<file path="config.mk">
export PLATFORM = sky130hd
export DESIGN_NAME = lcd_bus_writer
export DESIGN_NICKNAME = d
export VERILOG_FILES = /design/src/rtl/lcd_pkg.sv /design/src/rtl/lcd_delay_counter.sv /design/src/rtl/lcd_bus_writer.sv
export SDC_FILE = /design/constraint.sdc
export NUM_CORES = 1
export LEC_CHECK = 0
export CORE_UTILIZATION = 39
export CTS_BUF_LIST = sky130_fd_sc_hd__clkbuf_16
export DETAILED_ROUTE_END_ITERATION = 6
export RECOVER_POWER = 25
export SLEW_MARGIN = 20
export SYNTH_ARGS = -nofsm -noshare
export SYNTH_HDL_FRONTEND = slang
export SYNTH_SLANG_ARGS = --single-unit
</file>
<file path="constraint.sdc">
create_clock -name clk -period 2.3 [get_ports clk]
set_input_delay 0.46 -clock clk [delete_from_list [all_inputs] [get_ports clk]]
set_output_delay 0.46 -clock clk [all_outputs]
set_load 0.02 [all_outputs]
</file>
<file path="src/rtl/lcd_pkg.sv">
// Shared types and timing defaults for the lcd_0 panel interface.
package lcd_pkg;

  // Bus-writer sequencing states.
  typedef enum logic [2:0] {
    RST_LOW,
    RST_WAIT,
    IDLE,
    SETUP,
    WR_LOW,
    WR_HIGH
  } lcd_state_t;

  // Default strobe and panel-reset timing, in clk cycles (50 MHz).
  localparam int unsigned LCD_CS_SETUP_CYCLES  = 1;
  localparam int unsigned LCD_WR_LOW_CYCLES    = 2;
  localparam int unsigned LCD_WR_HIGH_CYCLES   = 2;
  localparam int unsigned LCD_RESX_LOW_CYCLES  = 500;
  localparam int unsigned LCD_RESX_WAIT_CYCLES = 6000000;

  // Delay counter width; 23 bits covers the 120 ms post-reset wait.
  localparam int unsigned CNT_W = 23;

  // Counter load value for a state lasting n cycles.
  function automatic logic [CNT_W-1:0] load_for(input int unsigned n);
    if (n == 0) return '0;
    return CNT_W'(n - 1);
  endfunction

endpackage

</file>
<file path="src/rtl/lcd_delay_counter.sv">
// Loadable down-counter with a zero flag; holds at zero until reloaded.
module lcd_delay_counter
  import lcd_pkg::*;
#(
  parameter logic [CNT_W-1:0] RESET_VALUE = '0
) (
  input  logic             clk,
  input  logic             reset_n,
  input  logic             load,
  input  logic [CNT_W-1:0] load_value,
  output logic             zero
);

  logic [CNT_W-1:0] count;

  // Load on state entry, otherwise count down and stop at zero.
  always_ff @(posedge clk or negedge reset_n) begin
    if (!reset_n) begin
      count <= RESET_VALUE;
    end else if (load) begin
      count <= load_value;
    end else if (count != '0) begin
      count <= count - CNT_W'(1);
    end
  end

  assign zero = (count == '0);

endmodule

</file>
<file path="src/rtl/lcd_bus_writer.sv">
// 8080-style parallel bus writer for the ILI9341-class panel: stream
// words onto csx/dcx/d/wrx with strobe timing, and sequence panel reset.
module lcd_bus_writer
  import lcd_pkg::*;
#(
  parameter int unsigned CS_SETUP_CYCLES  = LCD_CS_SETUP_CYCLES,
  parameter int unsigned WR_LOW_CYCLES    = LCD_WR_LOW_CYCLES,
  parameter int unsigned WR_HIGH_CYCLES   = LCD_WR_HIGH_CYCLES,
  parameter int unsigned RESX_LOW_CYCLES  = LCD_RESX_LOW_CYCLES,
  parameter int unsigned RESX_WAIT_CYCLES = LCD_RESX_WAIT_CYCLES
) (
  input  logic        clk,
  input  logic        reset_n,
  input  logic        in_valid,
  output logic        in_ready,
  input  logic [15:0] in_data,
  input  logic        in_dcx,
  input  logic        in_last,
  input  logic        hw_reset_req,
  output logic        busy,
  output logic        lcd_csx,
  output logic        lcd_dcx,
  output logic        lcd_wrx,
  output logic        lcd_resx,
  output logic [15:0] lcd_d,
  output logic        lcd_debug
);

  lcd_state_t       state, state_n;
  logic             rst_pend, rst_pend_n;
  logic             last_q;
  logic             csx_n;
  logic             restart;
  logic             accept;
  logic             closing;
  logic             cnt_load, cnt_zero;
  logic [CNT_W-1:0] cnt_load_val;

  // csx stays low for one IDLE cycle after a last word, then rises.
  assign closing = !lcd_csx && last_q;
  assign accept  = in_valid && in_ready;
  assign busy    = (state != IDLE);

  // Handshake: open in IDLE, or in the final WR_HIGH cycle of a non-last word.
  always_comb begin
    in_ready = 1'b0;
    case (state)
      IDLE:    in_ready = !rst_pend && !closing;
      WR_HIGH: in_ready = cnt_zero && !last_q && !rst_pend;
      default: in_ready = 1'b0;
    endcase
  end

  // Next state, next csx and pending-reset bookkeeping.
  always_comb begin
    state_n    = state;
    csx_n      = lcd_csx;
    rst_pend_n = rst_pend || hw_reset_req;
    restart    = 1'b0;
    case (state)
      RST_LOW: begin
        rst_pend_n = 1'b0;
        csx_n      = 1'b1;
        if (hw_reset_req) restart = 1'b1;
        else if (cnt_zero) state_n = RST_WAIT;
      end
      RST_WAIT: begin
        rst_pend_n = 1'b0;
        csx_n      = 1'b1;
        if (hw_reset_req) state_n = RST_LOW;
        else if (cnt_zero) state_n = IDLE;
      end
      IDLE: begin
        if (rst_pend) begin
          state_n    = RST_LOW;
          csx_n      = 1'b1;
          rst_pend_n = 1'b0;
        end else if (accept) begin
          state_n = lcd_csx ? SETUP : WR_LOW;
          csx_n   = 1'b0;
        end else if (closing) begin
          csx_n = 1'b1;
        end
      end
      SETUP: begin
        if (cnt_zero) state_n = WR_LOW;
      end
      WR_LOW: begin
        if (cnt_zero) state_n = WR_HIGH;
      end
      WR_HIGH: begin
        if (cnt_zero) begin
          if (last_q && rst_pend) begin
            state_n    = RST_LOW;
            csx_n      = 1'b1;
            rst_pend_n = 1'b0;
          end else if (accept) begin
            state_n = WR_LOW;
          end else begin
            state_n = IDLE;
          end
        end
      end
      default: state_n = RST_LOW;
    endcase
  end

  // Reload the shared counter on every state entry (and on reset restart).
  always_comb begin
    cnt_load = (state_n != state) || restart;
    case (state_n)
      RST_LOW:  cnt_load_val = load_for(RESX_LOW_CYCLES);
      RST_WAIT: cnt_load_val = load_for(RESX_WAIT_CYCLES);
      SETUP:    cnt_load_val = load_for(CS_SETUP_CYCLES);
      WR_LOW:   cnt_load_val = load_for(WR_LOW_CYCLES);
      WR_HIGH:  cnt_load_val = load_for(WR_HIGH_CYCLES);
      default:  cnt_load_val = '0;
    endcase
  end

  lcd_delay_counter #(
    .RESET_VALUE(load_for(RESX_LOW_CYCLES))
  ) u_delay (
    .clk        (clk),
    .reset_n    (reset_n),
    .load       (cnt_load),
    .load_value (cnt_load_val),
    .zero       (cnt_zero)
  );

  // State register and pending reset flag.
  always_ff @(posedge clk or negedge reset_n) begin
    if (!reset_n) begin
      state    <= RST_LOW;
      rst_pend <= 1'b0;
    end else begin
      state    <= state_n;
      rst_pend <= rst_pend_n;
    end
  end

  // Registered panel controls, decoded from the next state.
  always_ff @(posedge clk or negedge reset_n) begin
    if (!reset_n) begin
      lcd_csx   <= 1'b1;
      lcd_wrx   <= 1'b1;
      lcd_resx  <= 1'b0;
      lcd_debug <= 1'b1;
    end else begin
      lcd_csx   <= csx_n;
      lcd_wrx   <= (state_n != WR_LOW);
      lcd_resx  <= (state_n != RST_LOW);
      lcd_debug <= (state_n != IDLE);
    end
  end

  // Word capture: d, dcx and last change only on accept.
  always_ff @(posedge clk or negedge reset_n) begin
    if (!reset_n) begin
      lcd_d   <= '0;
      lcd_dcx <= 1'b1;
      last_q  <= 1'b0;
    end else if (accept) begin
      lcd_d   <= in_data;
      lcd_dcx <= in_dcx;
      last_q  <= in_last;
    end
  end

endmodule

</file>
==> metrics.csv, run 1 <==
metric;value;unit
outcome;complete, but fails checks;
violations;negative setup slack;
antenna_left;0;
hpwl;4.18;mm
synthFlopType;dfrtp_1;
crit_path_frequent_cell;or4_4;
p_per_area;1190;nW/um2
drive_above_1_share;0.401;
die_area;6700;um2
ys_seq_area_frac;0.498;
die_x;81.9;um
cp.arrival;2.09;ns
num_rows;28;
startpoint_type;flip-flop;
synth_warnings;0;
yosys_register_bits;49;
clk_pin_slew_worst_paths;0.07;ns
cts-root-buf;clkbuf_16;
stdcell_area;3840;um2
port_buffers;44;
syn_to_final_growth;54.3;%
worstReg2RegEnd;u_delay.count[5]$_DFFE_PN1P_;
clock_path_buffers;2;
ios;45;
cp_max_fo;2;
avgSynthCellArea;10.7;um2
fmax;391;MHz
hold_viol_final;0;
cts_tree;yes;
ir_drop;0.627;mV
fin_crit;2.55;ns
p_leak;1.67;nW
max-cap-violations;0;
rsz0062_at_grt;true;
netlist_area;2490;um2
ff2ff_path_depth;8;
start_util;0.413;
finalWirelength;5.87;mm
viasPerCell;5.04;
synth_fp_nets;256;
crit_type;flip-flop to primary output;
cts_sinks;49;
crit_path_cell_trace;or4_4 -> or4_4 -> nor2_4 -> o22ai_4 -> nor2_2 -> buf_4;
worst_slack;-0.254;ns
layout.nets;367;
gp_congestion;0.834;
clkLatencyLatePin;0.29;ns
grt_max_degree;50;
max_stage_delay;0.54;ns
wl_per_cell;14.0;um
synth_cell_type_count;49;
first_pass_iters;4;
n_antenna_cell;0;
setup_violations;47;
cp.required;1.84;ns
dp.cells;405;
hold_path.class;input port to async pin;
htree_levels;2;
worst_pin_slew;1.20;ns
route.detailed.drc;0;
syn_inst;232;
num_vias;2112;
clock_skew;0.00622;ns
grt_pass1_vias;2114;
timing.final.max_slew_violations;0;
endpoint_kind;primary output;
fin_total_pwr;4.57;mW
overflow;0;
core-area;6030;um2
grt_pass1_wl;9.53;mm
finalCritPeriodShare;1.11;
track_usage;0.191;
place_area;3450;um2
synth_edf_count;0;
cts_buffers;5;
layout.cells.non_filler;419;
final_common_cell;buf_4;
layout_common_cells;buf_4 (58), clkdlybuf4s50_1 (41), dfrtp_1 (38);
async_flop_share;1.00;
rrSetupSlack;-0.22;ns
drt_first_iter_violations;77;
slowest_stage;or4_4;
ctsHoldBuffers;0;
fp.dieH;81.9;um
relSlewSlack;0.203;
antenna_found_initial;0;
r2r_start;u_delay.count[19]$_DFFE_PN0P_;
sequential cells by signal (all words and copies together) (netlist names):
register       flops
last_q             1
lcd_dcx            1
state              3
lcd_wrx            1
u_delay.count     23
rst_pend           1
lcd_resx           1
lcd_csx            1
lcd_d             16
lcd_debug          1
metrics by stage:
step / hold slack (ns) / TNS (ns) / worst slack, ns / utilization
3_5_place_dp: 0.478 / -6.10 / -0.406 / 0.573
6_report: 0.487 / -6.77 / -0.254 / 0.637
3_3_place_gp: 0.466 / -5.47 / -0.396 / 0.573
2_1_floorplan: 0.164 / -1.22 / -0.120 / -
5_1_grt: 0.508 / -10.19 / -0.334 / 0.637
4_1_cts: 0.287 / -6.94 / -0.299 / 0.623
how the worst max path moves through the flow:
| stage | from | end | slack (ns) | cells after the start |
|---|---|---|---|---|
| 2_1_floorplan | u_delay.count[19]$_DFFE_PN0P_ | lcd_d[10]$_DFFE_PN0N_ | -0.12 | 7 |
| 3_5_place_dp | u_delay.count[19]$_DFFE_PN0P_ | in_ready | -0.41 | 6 |
| 5_1_grt | u_delay.count[19]$_DFFE_PN0P_ | in_ready | -0.33 | 6 |
| 3_3_place_gp | u_delay.count[19]$_DFFE_PN0P_ | in_ready | -0.40 | 6 |
| 4_1_cts | u_delay.count[19]$_DFFE_PN0P_ | in_ready | -0.30 | 6 |
| 6_report | u_delay.count[19]$_DFFE_PN0P_ | in_ready | -0.25 | 6 |
worst max-delay path, delay by kind of cell, from the launching register on:
family / cells / cell delay [ns]
AO/OA/AOI/OAI: 1 / 0.08
buffers and inverters: 1 / 0.14
flip-flops: 1 / 0.38
AND/OR/NAND/NOR: 4 / 1.21
logic make-up after synthesis:
kind of cell               after synthesis  share of synthesized area
and+or+nand+nor                         90                      0.197
DFF                                     49                      0.498
adders and majority gates                2                     0.0101
muxes                                   18                     0.0815
xor gates and xnor gates                19                     0.0669
buffers and inverters                   11                     0.0201
AOI/OAI and AO/OA                       43                      0.127
layout make-up:
| class | instances | area [um2] |
|---|---|---|
| multi-input cells | 172 | 1340 |
| clock buffers | 5 | 125 |
| flip-flops and latches | 49 | 1240 |
| well taps | 75 | 93.8 |
| clock inverters | 3 | 46.3 |
| fillers | 497 | 2180 |
| repair buffers | 110 | 977 |
| inverters | 5 | 18.8 |
layer usage:
metal	wire length (um)	up-vias	global-route usage
li1	-	1048	-
met1	2560	1009	0.219
met2	2880	49	0.341
met3	372	6	0.0522
met4	59	0	0.0579
met5	0	-	0
synth_stat cells, drive strengths merged (2+ instances only):
| cell | n | share of area |
|---|---|---|
| dfrtp | 38 | 0.38 |
| nor2 | 28 | 0.052 |
| mux2 | 18 | 0.081 |
| nand2 | 15 | 0.023 |
| o21ai | 14 | 0.031 |
| dfstp | 11 | 0.12 |
| xnor2 | 11 | 0.039 |
| a21oi | 10 | 0.020 |
| nor3 | 9 | 0.018 |
| xor2 | 8 | 0.028 |
| nor4 | 7 | 0.018 |
| nand2b | 6 | 0.018 |
| inv | 5 | 0.0075 |
| nand3 | 5 | 0.010 |
| clkbuf | 4 | 0.0060 |
| or2 | 4 | 0.010 |
| or3 | 4 | 0.010 |
| or4 | 4 | 0.015 |
| o22ai | 3 | 0.013 |
| a311oi | 2 | 0.0096 |
| a31oi | 2 | 0.0050 |
| buf | 2 | 0.0065 |
| ha | 2 | 0.010 |
| nand4 | 2 | 0.0050 |
| nor3b | 2 | 0.0060 |
| o211ai | 2 | 0.0060 |
| o21a | 2 | 0.0060 |
| o21bai | 2 | 0.011 |
power breakdown:
part           total (mW)  switching, mW  internal [mW]
Sequential           1.34          0.151           1.19
Combinational        2.39           1.11           1.29
Clock               0.832          0.318          0.514
Total                4.57           1.57           2.99
what timing repair did:
item,4_1_cts,5_1_grt
setup endpoints to repair,45,50
pin swaps,5,3
gates cloned,0,1
buffers inserted,5,1
resized for setup,26,17
hold endpoints to repair,0,0
No activity file was read; power rests on OpenSTA's default activity.
==> run 2, diff against run 1 <==
--- a/config.mk
+++ b/config.mk
@@ -9,6 +9,7 @@
 export CTS_BUF_LIST = sky130_fd_sc_hd__clkbuf_16
 export DETAILED_ROUTE_END_ITERATION = 6
 export RECOVER_POWER = 25
+export SETUP_SLACK_MARGIN = 0.15
 export SLEW_MARGIN = 20
 export SYNTH_ARGS = -nofsm -noshare
 export SYNTH_HDL_FRONTEND = slang
==> metrics.csv, run 2 (synthesis results as in run 1) <==
metric;value;unit;change
antenna_left;0;;unchanged
worstReg2RegEnd;u_delay.count[7]$_DFFE_PN1P_;;
hpwl;4.36;mm;+4.5%
place_ws;-0.426;ns;-0.0201 ns
top_usage_layer;met2;;
track_usage;0.191;;about the same
layout_common_cells;buf_4 (59), clkdlybuf4s50_1 (41), dfrtp_1 (38);;
cts-root-buf;clkbuf_16;;
drt_first_iter_violations;93;;+21%
largest_registers;u_delay.count x23, lcd_d x16, state x3;;
final_core_util;0.633;;-0.00415
viasPerCell;4.98;;-1.3%
wl_per_cell;14.4;um;+2.9%
setup_violations;47;;unchanged
crit_path_cell_trace;or4_4 -> or4_4 -> nor2_4 -> o22ai_4 -> nor2_2 -> buf_6;;
grt_max_degree;41;;-18%
cts_sinks;49;;unchanged
rsz0062_at_grt;true;;
clkLatencyLatePin;0.28;ns;about the same
hold_viol_final;0;;unchanged
clk_pin_slew_worst_paths;0.06;ns;about the same
max_stage_delay;0.54;ns;about the same
final_common_cell;buf_4;;
gp_congestion;0.894;;+7.1%
finalCritPeriodShare;1.12;;+0.00542
grt.met2_usage;0.287;;-0.0545
num_rows;28;;unchanged
finalSetupTns;-6.83;ns;-0.0600 ns
first_pass_iters;4;;unchanged
syn_to_final_growth;53.3;%;
relSlewSlack;0.349;;+0.146
max-cap-violations;0;;unchanged
regMostFlops;u_delay.count;;
cts_buffers;5;;unchanged
die_x;81.9;um;unchanged
clock_skew;0.00269;ns;-0.00353 ns
die_area;6700;um2;unchanged
rrSetupSlack;-0.22;ns;about the same
ios;45;;unchanged
cts_tree;yes;;
endpoint_kind;primary output;;
start_util;0.413;;unchanged
largest_reg_flops;23;;unchanged
ff2ff_path_depth;8;;unchanged
n_antenna_cell;0;;unchanged
route.detailed.drc;0;;unchanged
hold_path.class;input port to async pin;;
fin_total_pwr;4.37;mW;-4.4%
r2r_start;u_delay.count[19]$_DFFE_PN0P_;;
violations;negative setup slack;;
ir_drop;0.769;mV;+23%
antenna_found_initial;0;;unchanged
p_per_area;1140;nW/um2;-3.7%
fmax;390;MHz;-0.49%
worst_pin_slew;0.977;ns;-0.219 ns
num_vias;2085;;-1.3%
timing.final.max_slew_violations;0;;unchanged
crit_path_frequent_cell;or4_4;;
crit_type;flip-flop to primary output;;
drive_above_1_share;0.375;;-0.0262
p_leak;1.66;nW;-0.11%
outcome;complete, but fails checks;;
core-area;6030;um2;unchanged
path_delay_family;simple AND/OR/NAND/NOR gates;;
fin_crit;2.57;ns;+0.0125 ns
overflow;0;;unchanged
cp.buffers_inverters;1;;unchanged
startpoint_type;flip-flop;;
grt_util_met3;0.0300;;-0.0222
htree_levels;2;;unchanged
finalWirelength;6.04;mm;+2.9%
grt_util_met1;0.273;;+0.0540
grt_pass1_wl;9.56;mm;+0.37%
port_buffers;44;;unchanged
slowest_stage;or4_4;;
grt_pass1_vias;2010;;-4.9%
cp_max_fo;2;;unchanged
cp.arrival;2.11;ns;+0.02 ns
fp.dieH;81.9;um;unchanged
holdWs;0.325;ns;-0.161 ns
cp.required;1.84;ns;about the same
layout.nets;367;;unchanged
worst_slack;-0.267;ns;-0.0125 ns
clock_path_buffers;2;;unchanged
run 2: power breakdown:
part / switching [mW] / internal, mW
combinational: 1.11 / 1.22
clock: 0.298 / 0.395
sequential: 0.157 / 1.19
run 2: metrics by stage:
step / instance area (um2) / instances
floorplan: 2510 / 232
global placement: 3480 / 407
detailed placement: 3480 / 407
CTS: 3730 / 418
global route: 3820 / 419
finish: 3820 / 419
run 2: what timing repair did:
item,in CTS,in global routing
pin swaps,11,2
hold buffers,0,0
buffers inserted,2,1
gates cloned,1,0
resized for setup,27,18
endpoints found under the setup margin,49,50
run 2: final cells by class:
type	count	area, um2
clock inverters	3	13.8
flip-flops and latches	49	1240
repair buffers	110	983
well taps	75	93.8
multi-input cells	172	1340
clock buffers	5	125
fillers	495	2210
inverters	5	18.8
run 2: layer usage:
layer | up-vias | wire length [um] | part of all wire
met5 | - | 0 | 0
met4 | 0 | 84 | 0.014
met3 | 6 | 152 | 0.025
met2 | 34 | 2900 | 0.48
met1 | 993 | 2900 | 0.48
li1 | 1052 | - | -
run 2: worst reg2reg max path: cells and delay by family (launching register included):
kind	cells	cell delay, ns
AND/OR/NAND/NOR	3	1.20
flip-flops	1	0.38
AO/OA/AOI/OAI	3	0.60
buffers and inverters	2	0.27
run 2: how the worst max path moves through the flow:
stage                                              from               endpoint  slack (ns)  depth (start not counted)
after floorplan           u_delay.count[19]$_DFFE_PN0P_  lcd_d[10]$_DFFE_PN0N_       -0.12                          7
after global routing      u_delay.count[19]$_DFFE_PN0P_               in_ready       -0.35                          6
after detailed placement  u_delay.count[19]$_DFFE_PN0P_               in_ready       -0.43                          6
final                     u_delay.count[19]$_DFFE_PN0P_               in_ready       -0.27                          6
after global placement    u_delay.count[19]$_DFFE_PN0P_               in_ready       -0.40                          6
after CTS                 u_delay.count[19]$_DFFE_PN0P_               in_ready       -0.27                          6
==> run 3, diff against run 2 <==
--- a/config.mk
+++ b/config.mk
@@ -9,7 +9,7 @@
 export CTS_BUF_LIST = sky130_fd_sc_hd__clkbuf_16
 export DETAILED_ROUTE_END_ITERATION = 6
 export RECOVER_POWER = 25
-export SETUP_SLACK_MARGIN = 0.15
+export SETUP_SLACK_MARGIN = 0.05
 export SLEW_MARGIN = 20
 export SYNTH_ARGS = -nofsm -noshare
 export SYNTH_HDL_FRONTEND = slang
==> metrics.csv, run 3 (synthesis results as in run 1) <==
metric;value;unit;change
outcome;complete, but fails checks;;
violations;negative setup slack;;
hold_path.class;flip-flop to flip-flop;;
clkLatencyLatePin;0.29;ns;about the same
die_area;6700;um2;unchanged
hold_viol_final;0;;unchanged
clock_path_buffers;2;;unchanged
setup_violations;42;;-11%
ctsHoldBuffers;0;;unchanged
cp.arrival;2.11;ns;about the same
regMostFlops;u_delay.count;;
antenna_left;0;;unchanged
worst_slack;-0.275;ns;-0.00818 ns
dr_wl_met3;195;um;+28%
clk_pin_slew_worst_paths;0.07;ns;about the same
max_stage_delay;0.54;ns;about the same
viasPerCell;5.05;;+1.4%
num_rows;28;;unchanged
finalWirelength;5.82;mm;-3.6%
startpoint_type;flip-flop;;
wl_met2;2.62;mm;-9.5%
gp_congestion;0.839;;-6.1%
port_buffers;44;;unchanged
crit_path_cell_trace;or4_4 -> or4_4 -> nor2_4 -> o22ai_4 -> nor2_2 -> buf_6;;
n_antenna_cell;0;;unchanged
slowest_stage;or4_4;;
cp_max_fo;2;;unchanged
combPwrFrac;0.525;;-0.008
dp.cells;403;;-0.98%
highest_layer;met4;;
cts_buffers;5;;unchanged
cp.required;1.84;ns;about the same
endpoint_kind;primary output;;
crit_type;flip-flop to primary output;;
rsz0062_at_grt;true;;
wl_per_cell;14.1;um;-2.4%
grt_pass1_wl;9.73;mm;+1.7%
layout_common_cells;buf_4 (54), clkdlybuf4s50_1 (41), dfrtp_1 (38);;
timing.final.max_slew_violations;0;;unchanged
fp.dieH;81.9;um;unchanged
fin_crit;2.57;ns;+0.00818 ns
drive_above_1_share;0.366;;-0.00922
max-cap-violations;0;;unchanged
htree_levels;2;;unchanged
p_per_area;1170;nW/um2;+2.3%
antenna_found_initial;0;;unchanged
first_pass_iters;4;;unchanged
clkPwrFrac;0.167;;+0.009
crit_path_frequent_cell;or4_4;;
worst_pin_slew;1.18;ns;+0.199 ns
finalCritPeriodShare;1.12;;+0.00356
syn_to_final_growth;50.1;%;
hpwl;4.18;mm;-4.3%
switching_power;1.56;mW;+0.12%
final_common_cell;buf_4;;
core-area;6030;um2;unchanged
ir_drop;0.699;mV;-9.2%
largest_registers;u_delay.count x23, lcd_d x16, state x3;;
wirelength_met1;2.93;mm;+0.86%
p_int;2.81;mW;about the same
cts-root-buf;clkbuf_16;;
track_usage;0.196;;+0.00519
holdWs;0.485;ns;+0.160 ns
clock_skew;0.00524;ns;+0.00255 ns
layout.cells.non_filler;414;;-1.2%
drt_first_iter_violations;78;;-16%
die_x;81.9;um;unchanged
route.detailed.drc;0;;unchanged
cts_sinks;49;;unchanged
num_vias;2089;;+0.19%
ios;45;;unchanged
relSlewSlack;0.216;;-0.132
p_leak;1.62;nW;-2.9%
p_sw_frac;0.357;;about the same
p_seq_frac;0.307;;-0.002
grt_max_degree;50;;+22%
overflow;0;;unchanged
cts_tree;yes;;
layout.nets;362;;-1.4%
largest_reg_flops;23;;unchanged
grt_pass1_vias;2012;;+0.10%
fmax;388;MHz;-0.32%
start_util;0.413;;unchanged
==> run 3: power groups by stage <==
| stage | logic, mW | registers [mW] | clock network (mW) |
|---|---|---|---|
| floorplan | 0.929 | 1.58 | 0 |
| global route | 2.49 | 1.39 | 0.790 |
| global placement | 2.13 | 1.35 | 0 |
| CTS | 2.26 | 1.34 | 0.756 |
| finish | 2.30 | 1.34 | 0.731 |
| detailed placement | 2.14 | 1.36 | 0 |
==> run 3: area by class of cell <==
class	instances	area [um2]
clock buffer	5	125
clock inverter	3	25.0
fill	515	2290
inverter	5	18.8
multi-input combinational	172	1300
sequential	49	1240
tap	75	93.8
timing repair buffer	105	936
==> run 3: path summary, 6_finish.rpt <==
path / slack, ns / endpoint / start / cells past startpoint
setup / recovery: -0.27 / in_ready / u_delay.count[19]$_DFFE_PN0P_ / 6
hold reg to reg: 0.48 / lcd_d[14]$_DFFE_PN0N_ / lcd_d[14]$_DFFE_PN0N_ / 1
hold / removal: 0.48 / lcd_d[14]$_DFFE_PN0N_ / lcd_d[14]$_DFFE_PN0N_ / 1
max in group asynchronous: 1.10 / lcd_d[3]$_DFFE_PN0N_ / reset_n / 2
min in group asynchronous: 0.49 / u_delay.count[11]$_DFFE_PN0P_ / reset_n / 2
setup reg to reg: -0.18 / lcd_d[2]$_DFFE_PN0N_ / u_delay.count[19]$_DFFE_PN0P_ / 8
==> run 3: worst max-delay path, delay by kind of cell, from the launching register on <==
| family | cells | cell delay, ns |
|---|---|---|
| AOI/OAI and AO/OA | 1 | 0.09 |
| buffers and inverters | 1 | 0.13 |
| DFF | 1 | 0.38 |
| and+or+nand+nor | 4 | 1.24 |
==> run 3: what timing repair did <==
action	CTS	global route
endpoints found under the setup margin	46	50
setup buffers	1	1
gates resized for setup	20	13
pin swaps	3	4
gates cloned	1	0
==> run 3: routing by layer <==
layer,vias to the layer above,track usage
li1,1047,-
met1,1003,0.281
met2,33,0.297
met3,6,0.0389
met4,0,0.0579
met5,-,0
==> run 3: per-stage QoR <==
stage	setup WS, ns	setup TNS [ns]	utilization	total power, mW	cell area, um2
3_5_place_dp	-0.423	-4.80	0.573	3.50	3450
5_1_grt	-0.337	-8.29	0.620	4.66	3730
3_3_place_gp	-0.411	-4.51	0.573	3.47	3450
6_report	-0.275	-4.68	0.620	4.37	3730
2_1_floorplan	-0.120	-1.22	-	2.51	2500
4_1_cts	-0.289	-5.11	0.612	4.36	3690
